==> src/rtl/hazard_ctrl.sv <==
// hazard_ctrl: pipeline hazard detection, operand forwarding select and
// multiply/divide occupancy tracking for a classic five-stage pipeline.
// Optional feature macro: HAZARD_FORWARD_EN.
//   Defined:   EX operands forwarded from EX/MEM and MEM/WB; only load-use stalls.
//   Undefined: no forwarding (fwd_a/fwd_b = 00); any RAW against EX or MEM stalls.
module hazard_ctrl #(
  parameter int MD_CYCLES = 8
) (
  input  logic        clk,
  input  logic        reset,
  input  logic        run,
  input  logic [4:0]  id_rs,
  input  logic [4:0]  id_rt,
  input  logic        id_use_rs,
  input  logic        id_use_rt,
  input  logic        id_muldiv,
  input  logic        id_hilo_read,
  input  logic [4:0]  ex_rs,
  input  logic [4:0]  ex_rt,
  input  logic [4:0]  ex_rd,
  input  logic        ex_reg_write,
  input  logic        ex_mem_read,
  input  logic [4:0]  mem_rd,
  input  logic        mem_reg_write,
  input  logic [4:0]  wb_rd,
  input  logic        wb_reg_write,
  input  logic        ex_branch_taken,
  output logic        pc_hold,
  output logic        ifid_hold,
  output logic        idex_bubble,
  output logic        ifid_flush,
  output logic [1:0]  fwd_a,
  output logic [1:0]  fwd_b,
  output logic        md_busy,
  output logic [15:0] stall_cycles
);

  localparam logic [5:0] MD_LOAD = 6'(MD_CYCLES);

  logic [5:0] md_cnt;
  logic       dh;
  logic       sh;
  logic       md_start;
  logic [1:0] fwd_a_raw;
  logic [1:0] fwd_b_raw;

  // A source matches a destination only when it is actually read, the
  // destination is actually written, and the register is not $0.
  function automatic logic reg_match(input logic [4:0] src, input logic used,
                                     input logic [4:0] dst, input logic wr);
    return used && wr && (src != 5'd0) && (src == dst);
  endfunction

  // Operand source select: EX/MEM (newest) wins over MEM/WB.
  function automatic logic [1:0] fwd_sel(input logic [4:0] src);
    if (reg_match(src, 1'b1, mem_rd, mem_reg_write))
      return 2'b10;
    else if (reg_match(src, 1'b1, wb_rd, wb_reg_write))
      return 2'b01;
    else
      return 2'b00;
  endfunction

`ifdef HAZARD_FORWARD_EN
  // Only a load in EX cannot be bypassed in time for the ID instruction.
  assign dh = reg_match(id_rs, id_use_rs, ex_rd, ex_mem_read)
            | reg_match(id_rt, id_use_rt, ex_rd, ex_mem_read);
  assign fwd_a_raw = fwd_sel(ex_rs);
  assign fwd_b_raw = fwd_sel(ex_rt);

  logic unused_inputs;
  assign unused_inputs = ex_reg_write;
`else
  // Without bypass paths every pending write in EX or MEM must drain; the
  // write-first register file covers the WB stage.
  assign dh = reg_match(id_rs, id_use_rs, ex_rd, ex_reg_write)
            | reg_match(id_rt, id_use_rt, ex_rd, ex_reg_write)
            | reg_match(id_rs, id_use_rs, mem_rd, mem_reg_write)
            | reg_match(id_rt, id_use_rt, mem_rd, mem_reg_write);
  assign fwd_a_raw = 2'b00;
  assign fwd_b_raw = 2'b00;

  logic unused_inputs;
  assign unused_inputs = ^{ex_rs, ex_rt, wb_rd, wb_reg_write, ex_mem_read,
                           fwd_sel(5'd0)};
`endif

  assign md_busy  = (md_cnt != 6'd0);
  assign sh       = md_busy && (id_muldiv || id_hilo_read);
  // A mult/div only issues when ID actually advances into EX.
  assign md_start = id_muldiv && !dh && !sh && !ex_branch_taken;

  // Pipeline control: a taken branch squashes the wrong-path instruction and
  // takes priority over any stall; everything is forced low during reset.
  always_comb begin
    pc_hold     = 1'b0;
    ifid_hold   = 1'b0;
    idex_bubble = 1'b0;
    ifid_flush  = 1'b0;
    fwd_a       = 2'b00;
    fwd_b       = 2'b00;
    if (!reset) begin
      fwd_a = fwd_a_raw;
      fwd_b = fwd_b_raw;
      if (ex_branch_taken) begin
        ifid_flush  = 1'b1;
        idex_bubble = 1'b1;
      end else if (dh || sh) begin
        pc_hold     = 1'b1;
        ifid_hold   = 1'b1;
        idex_bubble = 1'b1;
      end
    end
  end

  // Multiply/divide occupancy: load on issue, count down to idle.
  always_ff @(posedge clk or posedge reset) begin
    if (reset) begin
      md_cnt <= 6'd0;
    end else if (run) begin
      if (md_start)
        md_cnt <= MD_LOAD;
      else if (md_cnt != 6'd0)
        md_cnt <= md_cnt - 6'd1;
    end
  end

  // Saturating count of cycles in which the front end was held.
  always_ff @(posedge clk or posedge reset) begin
    if (reset) begin
      stall_cycles <= 16'd0;
    end else if (run && pc_hold && (stall_cycles != 16'hFFFF)) begin
      stall_cycles <= stall_cycles + 16'd1;
    end
  end

endmodule

==> config.mk <==
export PLATFORM = sky130hd
export DESIGN_NAME = hazard_ctrl
export DESIGN_NICKNAME = d
export VERILOG_FILES = /design/src/rtl/hazard_ctrl.sv
export SDC_FILE = /design/constraint.sdc
export NUM_CORES = 1
export LEC_CHECK = 0
export BUFFER_PORTS_ARGS = -buffer_cell sky130_fd_sc_hd__clkbuf_2
export CAP_MARGIN = 20
export CORE_MARGIN = 2
export CORE_UTILIZATION = 46
export CTS_BUF_LIST = sky130_fd_sc_hd__clkbuf_8 sky130_fd_sc_hd__clkbuf_16
export DETAILED_ROUTE_END_ITERATION = 8
export PLACE_DENSITY = 0.85
export SLEW_MARGIN = 20
export SYNTH_ARGS = -nofsm -noshare
export SYNTH_HDL_FRONTEND = slang
export SYNTH_SLANG_ARGS = --single-unit
==> constraint.sdc <==
create_clock -name clk -period 2.34 [get_ports clk]
set_input_delay 0.117 -clock clk [delete_from_list [all_inputs] [get_ports clk]]
set_output_delay 0.117 -clock clk [all_outputs]
set_load 0.005 [all_outputs]
Yosys cells after proc, flatten, opt, wreduce, memory -nomap -nowiden

Index checks and enable logic that the tools add are counted.

Add/subtract/negate cells: 2
Eq/ne operators: 5
Mux-type cells: 9
Bitwise logic cells: 3
Reduce and logical (&&, ||, !) cells: 28

Operators by type and width:

| operator                | number |
|---|---|
| $eq A5 B5 Y1            | 4 |
| $logic_and A1 B1 Y1     | 18 |
| $add A16 B1 Y16 const B | 1 |
| $ne A16 B16 Y1 const B  | 1 |
| $mux W6                 | 2 |
| $reduce_bool A5 Y1      | 2 |
| $mux W1                 | 7 |
| $reduce_bool A6 Y1      | 1 |
| $sub A6 B1 Y6 const B   | 1 |
| $logic_not A1 Y1        | 3 |
| $or A1 B1 Y1            | 3 |
| $logic_or A1 B1 Y1      | 2 |
| $reduce_and A2 Y1       | 1 |
| $reduce_bool A2 Y1      | 1 |

Flip-flop bits (word level): 22
Input bits: 47

Longest topological paths before layout

Gate-level depths: netlist of the first run.

Word-level depth: 12
Gate-level depth with buffers: 9
Gate-level depth less buffers: 8

Least setup slack after synthesis of the first run

OpenSTA, ideal clock, no wires.

Path kind: register to register
Start point: register md_cnt[0]
End point: register stall_cycles[1]
Setup time: 125 ps
Data arrival time: 1684 ps
Setup slack: 531 ps
Stages on the path, launching flop included: 9
Path buffers: 0
Period minus slack after synthesis: 1809 ps
Cells stage by stage: dfrtp_1 -> inv_1 -> ha_1 -> and2_1 -> inv_1 -> o21ai_2 -> a31oi_4 -> a21boi_4 -> mux2_4

Cells in the longest elaborated chain, start to end: 8

Ends and longest elaborated chain:

| element                          | line | text |
|---|---|---|
| from (decl)                      | 40   | `logic [5:0] md_cnt;` |
| from (signal assigned)           | 124  | `md_cnt <= md_cnt - 6'd1;` |
| $reduce_bool A6 Y1               | 88   | `assign md_busy = (md_cnt != 6'd0);` |
| via md_busy                      | 34   | `output logic md_busy,` |
| $logic_and A1 B1 Y1              | 89   | `assign sh = md_busy && (id_muldiv \|\| id_hilo_read);` |
| $logic_or A1 B1 Y1               | 108  | `end else if (dh \|\| sh) begin` |
| $mux W1                          | 108  |  |
| $mux W1                          | 105  | `if (ex_branch_taken) begin` |
| $mux W1                          | 102  | `if (!reset) begin` |
| $logic_and A1 B1 Y1 (2 in a row) | 132  | `end else if (run && pc_hold && (stall_cycles != 16'hFFFF)) begin` |
| to (signal assigned)             | 133  | `stall_cycles <= stall_cycles + 16'd1;` |
| to (decl)                        | 35   | `output logic [15:0] stall_cycles` |

The timed path passes the listed nets, and every way through them passes these cells.
A chain may end at the register's enable or synchronous reset.

Worst setup path in the final report of the first run

Start point: register md_cnt[0]
End point: register stall_cycles[1]

Cells in the longest elaborated chain, start to end: 8

Ends and longest elaborated chain:

| element                          | line |
|---|---|
| $reduce_bool A6 Y1               | 88 |
| $logic_and A1 B1 Y1              | 89 |
| $logic_or A1 B1 Y1               | 108 |
| $mux W1                          | 108 |
| $mux W1                          | 105 |
| $mux W1                          | 102 |
| $logic_and A1 B1 Y1 (2 in a row) | 132 |

No other way between the ends.

==> impl_metrics.csv, run 1 <==
group,metric,value,unit
synthesis,synth-compound-area-share,0.112,
synthesis,synth_edf_count,0,
drt,drt-total-wl,3130,um
synthesis,synth_top_area_share,0.374,
floorplan,rows,20,
timing,fin_crit,2.05,ns
setup_path,timing.rr.start,"md_cnt[0]$_DFFE_PP0P_",
cts,clkTransAtPathRegs,0.08,ns
synthesis,ys_top_cells_by_area,"dfrtp_1 37%, xnor2_1 19%, nand4_1 5.9%",
finish,final_cells,245,
drt,ant_nets,0,
setup_path,critical_path_arrival,2.20,ns
finish,antenna_cells,0,
pwr,powerDensity,684,nW/um^2
timing,clock_skew,0.00352,ns
floorplan,die_x,60.6,um
timing,drv_slew,0,
timing,slew_headroom,0.663,
floorplan,fp.dieArea,3670,um^2
setup_path,path_max_fanout,10,
flow_run,cap_violations,0,
synthesis,yosysSeqAreaShare,0.374,
setup_path,cp-startpoint,"md_cnt[0]$_DFFE_PP0P_",
timing,period_share,0.876,
drt,drc_errors,0,
status,status,"complete, no violations",
cts,cts.sinks,22,
floorplan,die_h,60.6,um
synthesis,synth_area,1470,um^2
setup_path,start_kind,"register",
synthesis,synthXorXnorAreaFrac,0.196,
drt,vias,1285,
synthesis,synth_seq_cells,22,
drt,avgRoutedWirePerCell,12.8,um
placed_design,hpwl,2530,um
synthesis,avgSynthCellArea,9.95,um^2
global_route,track_usage,0.184,
pwr,ir_worst_vdd,0.298,mV
worst_hold_path,hp-class,"primary input to register",
synthesis,yosys.area_share.simple,0.211,
placed_design,dp.cells,240,
synthesis,synth_fa_ha_area_frac,0.0255,
drt,viasPerCell,5.24,
timing,max_freq,488,MHz
floorplan,ioPinCount,72,
finish,area_growth,23.9,%
synthesis,yosysTopAreaCell,"dfrtp_1",
synthesis,synth_top_family_by_area,"simple AND/OR/NAND/NOR gates",
placed_design,portBuffers,50,
timing,hold_violations,0,
global_route,grt_pass1_wl,5100,um
synthesis,muxShareOfSynthArea,0.0331,
synthesis,synth_warnings,0,
placed_design,place_congestion,0.772,
setup_path,critical_path_class,"register to register",
floorplan,start_util,0.482,
timing,max_slew.worst_pin.slew,0.501,ns
synthesis,synthCells,148,
global_route,grt_pass1_vias,1216,
pwr,p_leak,0.846,nW
cts,htreeDepth,1,
synthesis,synth_cell_types,36,
drt,first_iter_violations,44,
timing,rsz0062_at_grt,"no",
global_route,gr-total-overflow,0,
drt,dr.pass1.iters,4,
finish,multi_input_area,866,um^2
synthesis,synth-main-ff-cell,"dfrtp_1",
finish,layout.nets,252,
setup_path,worst_setup_path_end_kind,"register",
cts,clock_latency,0.26,ns
cts,cts_buffers,3,
floorplan,core_area,3050,um^2
cts,cts_tree,"done",
cts,clk_path_buf_depth,2,
finish,seq_area,551,um^2
global_route,grt_max_degree,24,
worst_hold_path,hold_start,"run",
finish,fillers,295,
global_route,antenna_found_initial,0,
timing,setup_viol,0,
setup_path,required,2.49,ns
timing,setup-tns-final,0,ns
synthesis,synthArstFlopShare,1.00,
cts,cts-root-buf,"clkbuf_8",
finish,post_route_cells_drive_above_1_share,0.338,
-- flip-flops by register name, summed over array words and instances, names as in the netlist --
register	flops
stall_cycles	16
md_cnt	6
-- metal layers --
layer / share of wire / GRT usage / wire [um] / up-vias
met3: 0.057 / 0.0171 / 178 / 4
li1: - / - / - / 631
met1: 0.40 / 0.205 / 1250 / 599
met4: 0.015 / 0.0870 / 48 / 0
met5: 0 / 0 / 0 / -
met2: 0.53 / 0.349 / 1650 / 51
-- where the power goes --
part           internal, mW  switching, mW
Combinational         0.213          0.210
Sequential            0.464         0.0903
Clock                 0.150          0.122
-- Yosys cell counts (3+ instances only) --
cell type / number
ha_1: 3
inv_1: 4
xnor2_1: 32
and3_1: 6
mux2_2: 3
nand4_1: 14
nand3_1: 8
nand2_1: 9
buf_4: 6
and2_1: 4
dfrtp_1: 22
nor2_1: 3
-- logic make-up after synthesis --
logic type | after synthesis
AOI/OAI and AO/OA | 18
xor gates and xnor gates | 33
adders and majority gates | 3
buffers and inverters | 12
DFF | 22
muxes | 4
other | 1
and+or+nand+nor | 55
-- worst max-delay path, cell delays in order, from the launching register on --
cell and delay (ns):
dfrtp_1 0.35, inv_1 0.09, ha_1 0.21, and2_1 0.18
inv_1 0.15, o21ai_2 0.10, a31oi_4 0.28, a21boi_4 0.27
mux2_4 0.31
-- layout make-up --
| type | count | share of cell area |
|---|---|---|
| repair buffers | 54 | 0.155 |
| multi-input cells | 117 | 0.475 |
| inverters | 4 | 0.00823 |
| well taps | 44 | 0.0302 |
| flip-flops and latches | 22 | 0.302 |
| clock buffers | 4 | 0.0302 |
-- stage by stage --
stage	hold slack, ns	setup slack (ns)	power (mW)	area [um^2]	util
global route	0.228	0.180	1.34	1820	0.598
finish	0.207	0.291	1.25	1820	0.598
detailed placement	0.186	0.291	0.980	1760	0.576
floorplan	0.115	0.531	0.825	1480	-
global placement	0.176	0.323	0.955	1760	0.576
CTS	0.198	0.282	1.26	1820	0.598
-- path summary, 6_finish.rpt --
kind                                               endpoint  slack, ns  cells past startpoint
worst max-delay path            stall_cycles[1]$_DFFE_PP0P_       0.29                      8
worst min-delay path                  md_cnt[5]$_DFFE_PP0P_       0.21                      3
worst max register to register  stall_cycles[1]$_DFFE_PP0P_       0.29                      8
worst min register to register        md_cnt[5]$_DFFE_PP0P_       0.48                      1
max in group asynchronous             md_cnt[4]$_DFFE_PP0P_       1.65                      4
min in group asynchronous             md_cnt[1]$_DFFE_PP0P_       0.46                      4
-- what timing repair did --
item / CTS / global route
resized for setup: 0 / 0
endpoints found under the hold margin: 22 / 0
hold buffers: 1 / 0
setup buffers: 0 / 0
-- cells in the final DEF (no fill, tap or decap), drive strengths merged --
cell type / instances
o211ai: 2
or3: 1
conb: 4
a21o: 2
nor2b: 1
clkbuf: 54
xor2: 1
buf: 3
dlygate4sd3: 1
or2: 1
nand3: 8
nand2b: 1
o22a: 1
and3: 6
nor2: 3
inv: 4
or4: 2
o31a: 1
a21boi: 1
nand2: 9
nor4: 2
nor3b: 1
o21a: 2
o31ai: 2
nor3: 2
and2: 4
dfrtp: 22
o21ai: 1
mux2: 4
ha: 3
nand4: 14
a21oi: 2
a31oi: 2
xnor2: 32
o22ai: 2
No activity file was read; power rests on OpenSTA's default activity.
==> run 2: changes to the inputs <==
--- a/config.mk
+++ b/config.mk
@@ -8,10 +8,10 @@
 export BUFFER_PORTS_ARGS = -buffer_cell sky130_fd_sc_hd__clkbuf_2
 export CAP_MARGIN = 20
 export CORE_MARGIN = 2
-export CORE_UTILIZATION = 46
+export CORE_UTILIZATION = 49
 export CTS_BUF_LIST = sky130_fd_sc_hd__clkbuf_8 sky130_fd_sc_hd__clkbuf_16
 export DETAILED_ROUTE_END_ITERATION = 8
-export PLACE_DENSITY = 0.85
+export PLACE_DENSITY = 0.89
 export SLEW_MARGIN = 20
 export SYNTH_ARGS = -nofsm -noshare
 export SYNTH_HDL_FRONTEND = slang
==> constraint.sdc (replaced) <==
create_clock -name clk -period 2.5 [get_ports clk]
set_input_delay 0.125 -clock clk [delete_from_list [all_inputs] [get_ports clk]]
set_output_delay 0.125 -clock clk [all_outputs]
set_load 0.005 [all_outputs]
==> run 2 against run 1 <==
Net effect:
- the flow now finishes with violations (DRC)
- clock power rose by 21%
- highest routed layer unchanged
- clock-buffer cell count decreased by 1
- critical path type unchanged
- power down 1.5%
- critical endpoint is now stall_cycles[7]$_DFFE_PP0P_
- hold slack better by 0.0018 ns
- flip-flop and latch count stayed put
- via count shrank 0.39%
- critical path depth shrank 1
==> impl_metrics.csv, run 2 (synthesis results as in run 1) <==
group,metric,value,unit
finish,layout_common_cells,"50 x clkbuf_2, 32 x xnor2_1, 22 x dfrtp_1",
timing,max_freq,486,MHz
timing,timing.final.ws_setup,0.444,ns
placed_design,hpwl,2440,um
floorplan,ioPinCount,72,
finish,regMostFlops,"stall_cycles",
setup_path,critical_path_class,"register to register",
worst_hold_path,hp-class,"primary input to register",
timing,fin_crit,2.06,ns
placed_design,dp_slack,0.465,ns
status,violations,"DRC",
setup_path,critical_path_arrival,2.20,ns
floorplan,rows,19,
cts,clk_path_buf_depth,2,
global_route,grt_max_degree,24,
timing,hold_violations,0,
worst_hold_path,hold_depth,3,
pwr,power_frac_comb,0.313,
finish,fillers,246,
drt,first_iter_violations,31,
setup_path,required,2.65,ns
drt,dr.pass1.iters,6,
setup_path,reg2reg_to,"stall_cycles[7]$_DFFE_PP0P_",
floorplan,start_util,0.525,
cts,clock_latency,0.27,ns
drt,drc_errors,2,
finish,layout.nets,251,
finish,top_regs,"stall_cycles (16), md_cnt (6)",
finish,layout_commonest_cell,"clkbuf_2",
cts,cts_buffers,3,
finish,area_growth,23.4,%
pwr,switching_share,0.318,
setup_path,slowest_stage,"a21oi_1",
setup_path,worst_setup_path_end_kind,"register",
finish,post-route-util,0.648,
drt,vias,1280,
pwr,switchingPower,391,uW
setup_path,regToRegSetupSlack,0.44,ns
cts,htreeDepth,1,
flow_run,cap_violations,0,
cts,cts-root-buf,"clkbuf_8",
cts,cts_tree,"done",
setup_path,max_stage_delay,0.50,ns
global_route,antenna_found_initial,0,
finish,antenna_cells,0,
setup_path,crit_family,"simple AND/OR/NAND/NOR gates",
timing,slew_headroom,0.613,
finish,seq_area,551,um^2
setup_path,start_kind,"register",
cts,clkTransAtPathRegs,0.07,ns
cts,postCtsSetupRepairBufs,0,
cts,ctsResizeCount,0,
setup_path,ff2ff_path_depth,7,
global_route,gr-total-overflow,0,
finish,final_cells,231,
cts,cts.sinks,22,
finish,multi_input_area,866,um^2
setup_path,timing.rr.start,"stall_cycles[4]$_DFFE_PP0P_",
timing,max_slew.worst_pin.slew,0.580,ns
timing,setup_viol,0,
drt,ant_nets,0,
floorplan,die_h,58.8,um
setup_path,path_max_fanout,7,
floorplan,core_area,2810,um^2
timing,period_share,0.822,
timing,hold_slack,0.209,ns
setup_path,worstPathCellList,"and3_1 -> and3_1 -> nand4_1 -> nor2_1 -> a21oi_1 -> nand4_1 -> xnor2_1",
timing,clock_skew,0.00747,ns
timing,drv_slew,0,
status,status,"finished, violations left",
setup_path,path_depth,7,
drt,avgRoutedWirePerCell,13.4,um
placed_design,place_congestion,0.786,
drt,viasPerCell,5.54,
placed_design,portBuffers,50,
pwr,p_leak,0.848,nW
cts,ctsHoldBuffers,1,
floorplan,fp.dieArea,3460,um^2
finish,largest_reg_flops,16,
pwr,ir_worst_vdd,0.278,mV
drt,drt-total-wl,3090,um
setup_path,path_buf_inv,0,
global_route,grt_pass1_wl,5020,um
timing,setup-tns-final,0,ns
pwr,clockPowerShare,0.268,
pwr,powerDensity,677,nW/um^2
global_route,track_usage,0.188,
finish,post_route_cells_drive_above_1_share,0.335,
pwr,internal_power,839,uW
placed_design,dp.cells,226,
pwr,seqPwrFrac,0.419,
setup_path,cp-startpoint,"stall_cycles[4]$_DFFE_PP0P_",
timing,rsz0062_at_grt,"no",
setup_path,cp-endpoint,"stall_cycles[7]$_DFFE_PP0P_",
floorplan,die_x,58.8,um
global_route,grt_pass1_vias,1197,
run 2: cell types whose count changed in the layout (fill, tap and decap cells not counted):
cell,change
buf_4,-1
bufinv_16,+1
clkbuf_8,-1
run 2: power by group through the flow:
stage / clock network [mW] / logic (mW) / registers (mW)
final: 0.330 / 0.384 / 0.516
after global routing: 0.340 / 0.436 / 0.528
after CTS: 0.335 / 0.387 / 0.515
after detailed placement: 0 / 0.383 / 0.521
after global placement: 0 / 0.368 / 0.517
after floorplan: 0 / 0.265 / 0.507
run 2: routing by layer:
layer	global-route usage	vias to the layer above	part of all wire
li1	-	624	-
met1	0.211	605	0.41
met3	0.0242	4	0.056
met2	0.352	47	0.52
met5	0	-	0
met4	0.0779	0	0.015
run 2: area by class of cell:
type,instances,share of cell area
sequential,22,0.303
multi-input combinational,117,0.477
clock buffer,3,0.0227
timing repair buffer,53,0.152
tap,31,0.0213
inverter,4,0.00826
clock inverter,1,0.0165
run 2: worst min-delay path, stage by stage:
cell	delay, ns
clkbuf_2	0.14
nand3_1	0.10
xnor2_1	0.06
run 2: worst min path at each step:
stage / start / end / slack [ns]
after global routing: run / md_cnt[5]$_DFFE_PP0P_ / 0.26
after floorplan: reset / md_cnt[0]$_DFFE_PP0P_ / 0.12
after detailed placement: reset / md_cnt[3]$_DFFE_PP0P_ / 0.19
after CTS: run / md_cnt[5]$_DFFE_PP0P_ / 0.21
after global placement: reset / md_cnt[1]$_DFFE_PP0P_ / 0.18
final: run / md_cnt[5]$_DFFE_PP0P_ / 0.21
run 2: through the flow:
stage / instance area, um^2 / power, mW
2_1_floorplan: 1480 / 0.773
3_3_place_gp: 1740 / 0.885
3_5_place_dp: 1740 / 0.904
4_1_cts: 1820 / 1.24
5_1_grt: 1820 / 1.30
6_report: 1820 / 1.23
==> run 3: changes to the inputs <==
--- a/config.mk
+++ b/config.mk
@@ -8,10 +8,10 @@
 export BUFFER_PORTS_ARGS = -buffer_cell sky130_fd_sc_hd__clkbuf_2
 export CAP_MARGIN = 20
 export CORE_MARGIN = 2
-export CORE_UTILIZATION = 49
+export CORE_UTILIZATION = 41
 export CTS_BUF_LIST = sky130_fd_sc_hd__clkbuf_8 sky130_fd_sc_hd__clkbuf_16
 export DETAILED_ROUTE_END_ITERATION = 8
-export PLACE_DENSITY = 0.89
+export PLACE_DENSITY = 0.8
 export SLEW_MARGIN = 20
 export SYNTH_ARGS = -nofsm -noshare
 export SYNTH_HDL_FRONTEND = slang
==> constraint.sdc (replaced) <==
create_clock -name clk -period 1.75 [get_ports clk]
set_input_delay 0.0875 -clock clk [delete_from_list [all_inputs] [get_ports clk]]
set_output_delay 0.0875 -clock clk [all_outputs]
set_load 0.005 [all_outputs]
==> run 3 against run 2 <==
Net effect:
- the flow finishes with violations (setup timing)
- critical path type unchanged
- clock power increased by 45%
- largest power group is now combinational cells
- hold slack got worse by 0.013 ns
- final area is 22% higher
- non-clock buffer count is 33 higher
- highest routed layer unchanged
- utilization rose by 0.61 points
- wire length increased by 23%
- critical endpoint is now stall_cycles[14]$_DFFE_PP0P_
- largest cell class unchanged
==> impl_metrics.csv, run 3 (synthesis results as in run 1) <==
group,metric,value,unit
cts,clk_path_buf_depth,2,
setup_path,critical_path_class,"register to register",
timing,timing.final.ws_setup,-0.109,ns
setup_path,path_max_fanout,4,
timing,max_freq,538,MHz
floorplan,die_h,63.9,um
drt,ant_nets,0,
finish,multi_input_area,966,um^2
finish,layout.nets,284,
worst_hold_path,whs_endpoint,"md_cnt[5]$_DFFE_PP0P_",
finish,largest_reg_flops,16,
placed_design,dpl-instance-area,1950,um^2
setup_path,slowest_stage,"dfrtp_1",
global_route,track_usage,0.197,
timing,hold_violations,0,
drt,drc_errors,0,
floorplan,rows,21,
cts,cts_buffers,3,
setup_path,regToRegSetupSlack,-0.11,ns
finish,seq_area,551,um^2
floorplan,fp.dieArea,4090,um^2
drt,dr.pass1.iters,4,
finish,layout_common_cells,"50 x clkbuf_2, 31 x xnor2_1, 27 x buf_4",
global_route,antenna_found_initial,0,
worst_hold_path,hold_start,"run",
setup_path,critical_path_arrival,2.02,ns
finish,antenna_cells,0,
setup_path,worstPathCellList,"nor4_2 -> and2_4 -> inv_4 -> o21ai_4 -> a31oi_4 -> buf_6 -> nand4_1 -> mux2_4",
cts,clock_latency,0.26,ns
drt,first_iter_violations,39,
setup_path,start_kind,"register",
placed_design,place_congestion,0.839,
drt,viasPerCell,5.06,
worst_hold_path,hp-class,"primary input to register",
cts,clkTransAtPathRegs,0.09,ns
pwr,powerDensity,944,nW/um^2
setup_path,timing.rr.start,"md_cnt[5]$_DFFE_PP0P_",
timing,period_share,1.06,
finish,design_area,2220,um^2
cts,cts_tree,"done",
drt,drt-total-wl,3810,um
status,violations,"setup timing",
drt,avgRoutedWirePerCell,13.7,um
setup_path,max_stage_delay,0.41,ns
flow_run,cap_violations,0,
pwr,p_leak,1.04,nW
finish,fillers,267,
cts,cts-root-buf,"clkbuf_8",
cts,htreeDepth,1,
finish,top_regs,"stall_cycles (16), md_cnt (6)",
pwr,ir_worst_vdd,0.374,mV
timing,setup-tns-final,-0.301,ns
global_route,grt_max_degree,23,
cts,cts.sinks,22,
finish,regMostFlops,"stall_cycles",
timing,setup_viol,8,
finish,area_growth,50.5,%
finish,post_route_cells_drive_above_1_share,0.502,
drt,vias,1412,
setup_path,required,1.91,ns
floorplan,ioPinCount,72,
timing,clock_skew,0.00465,ns
global_route,grt_pass1_vias,1411,
floorplan,start_util,0.434,
worst_hold_path,hold_depth,3,
global_route,gr-total-overflow,0,
status,status,"finished, violations left",
placed_design,hpwl,2790,um
setup_path,reg2reg_to,"stall_cycles[14]$_DFFE_PP0P_",
global_route,grt_pass1_wl,6360,um
floorplan,die_x,63.9,um
timing,fin_crit,1.86,ns
floorplan,core_area,3390,um^2
setup_path,worst_setup_path_end_kind,"register",
finish,layout_commonest_cell,"clkbuf_2",
timing,drv_slew,0,
timing,rsz0062_at_grt,"yes",
placed_design,portBuffers,50,
setup_path,ff2ff_path_depth,8,
run 3: changes by cell type in the layout (fill, tap and decap cells not counted), moves of 3 or more:
cell / change
buf_4: +25
buf_6: +8
nand3_1: -4
nand3_2: +3
run 3: where the power goes:
group / leakage, nW / switching [mW] / total [mW] / internal [mW]
combinational: 0.716 / 0.402 / 0.904 / 0.502
clock: 0.0357 / 0.174 / 0.480 / 0.306
sequential: 0.290 / 0.0872 / 0.707 / 0.620
run 3: worst max-delay path: cells and delay by family, from the launching register on:
kind                   cells  cell delay [ns]
and+or+nand+nor            3             0.64
DFF                        1             0.41
muxes                      1             0.31
AOI/OAI and AO/OA          2             0.21
buffers and inverters      2             0.19
run 3: worst max-delay path by stage:
stage / start / end / slack [ns]
finish: md_cnt[5]$_DFFE_PP0P_ / stall_cycles[14]$_DFFE_PP0P_ / -0.11
global route: md_cnt[5]$_DFFE_PP0P_ / stall_cycles[14]$_DFFE_PP0P_ / -0.20
CTS: md_cnt[4]$_DFFE_PP0P_ / stall_cycles[14]$_DFFE_PP0P_ / -0.05
detailed placement: md_cnt[5]$_DFFE_PP0P_ / stall_cycles[14]$_DFFE_PP0P_ / -0.1
global placement: id_rs[0] / stall_cycles[14]$_DFFE_PP0P_ / -0.06
floorplan: md_cnt[0]$_DFFE_PP0P_ / stall_cycles[1]$_DFFE_PP0P_ / 0.003
run 3: area by class of cell:
class | count | area share
clock inverters | 1 | 0.0136
inverters | 4 | 0.00791
flip-flops and latches | 22 | 0.248
multi-input cells | 117 | 0.436
clock buffers | 3 | 0.0186
well taps | 46 | 0.0260
repair buffers | 86 | 0.250
run 3: through the flow:
step / util / setup slack [ns] / instances / total power [mW] / hold WS, ns
2_1_floorplan: - / 0.00258 / 151 / 1.11 / 0.0853
3_3_place_gp: 0.577 / -0.0598 / 267 / 1.46 / 0.173
3_5_place_dp: 0.577 / -0.0967 / 267 / 1.49 / 0.180
4_1_cts: 0.630 / -0.0489 / 279 / 2.03 / 0.182
5_1_grt: 0.654 / -0.196 / 279 / 2.23 / 0.241
6_report: 0.654 / -0.109 / 279 / 2.09 / 0.196
run 3: timing repair:
action,CTS,global route
setup buffers,7,2
pin swaps,8,11
hold buffers,1,0
resized for setup,11,19
setup endpoints to repair,7,22
endpoints found under the hold margin,22,0
run 3: layer usage:
metal	GRT usage	up-vias	routed length [um]
met1	0.229	674	1600
met2	0.363	43	2000
met5	0	-	0
met3	0.0282	2	187
met4	0.0734	0	29
li1	-	693	-
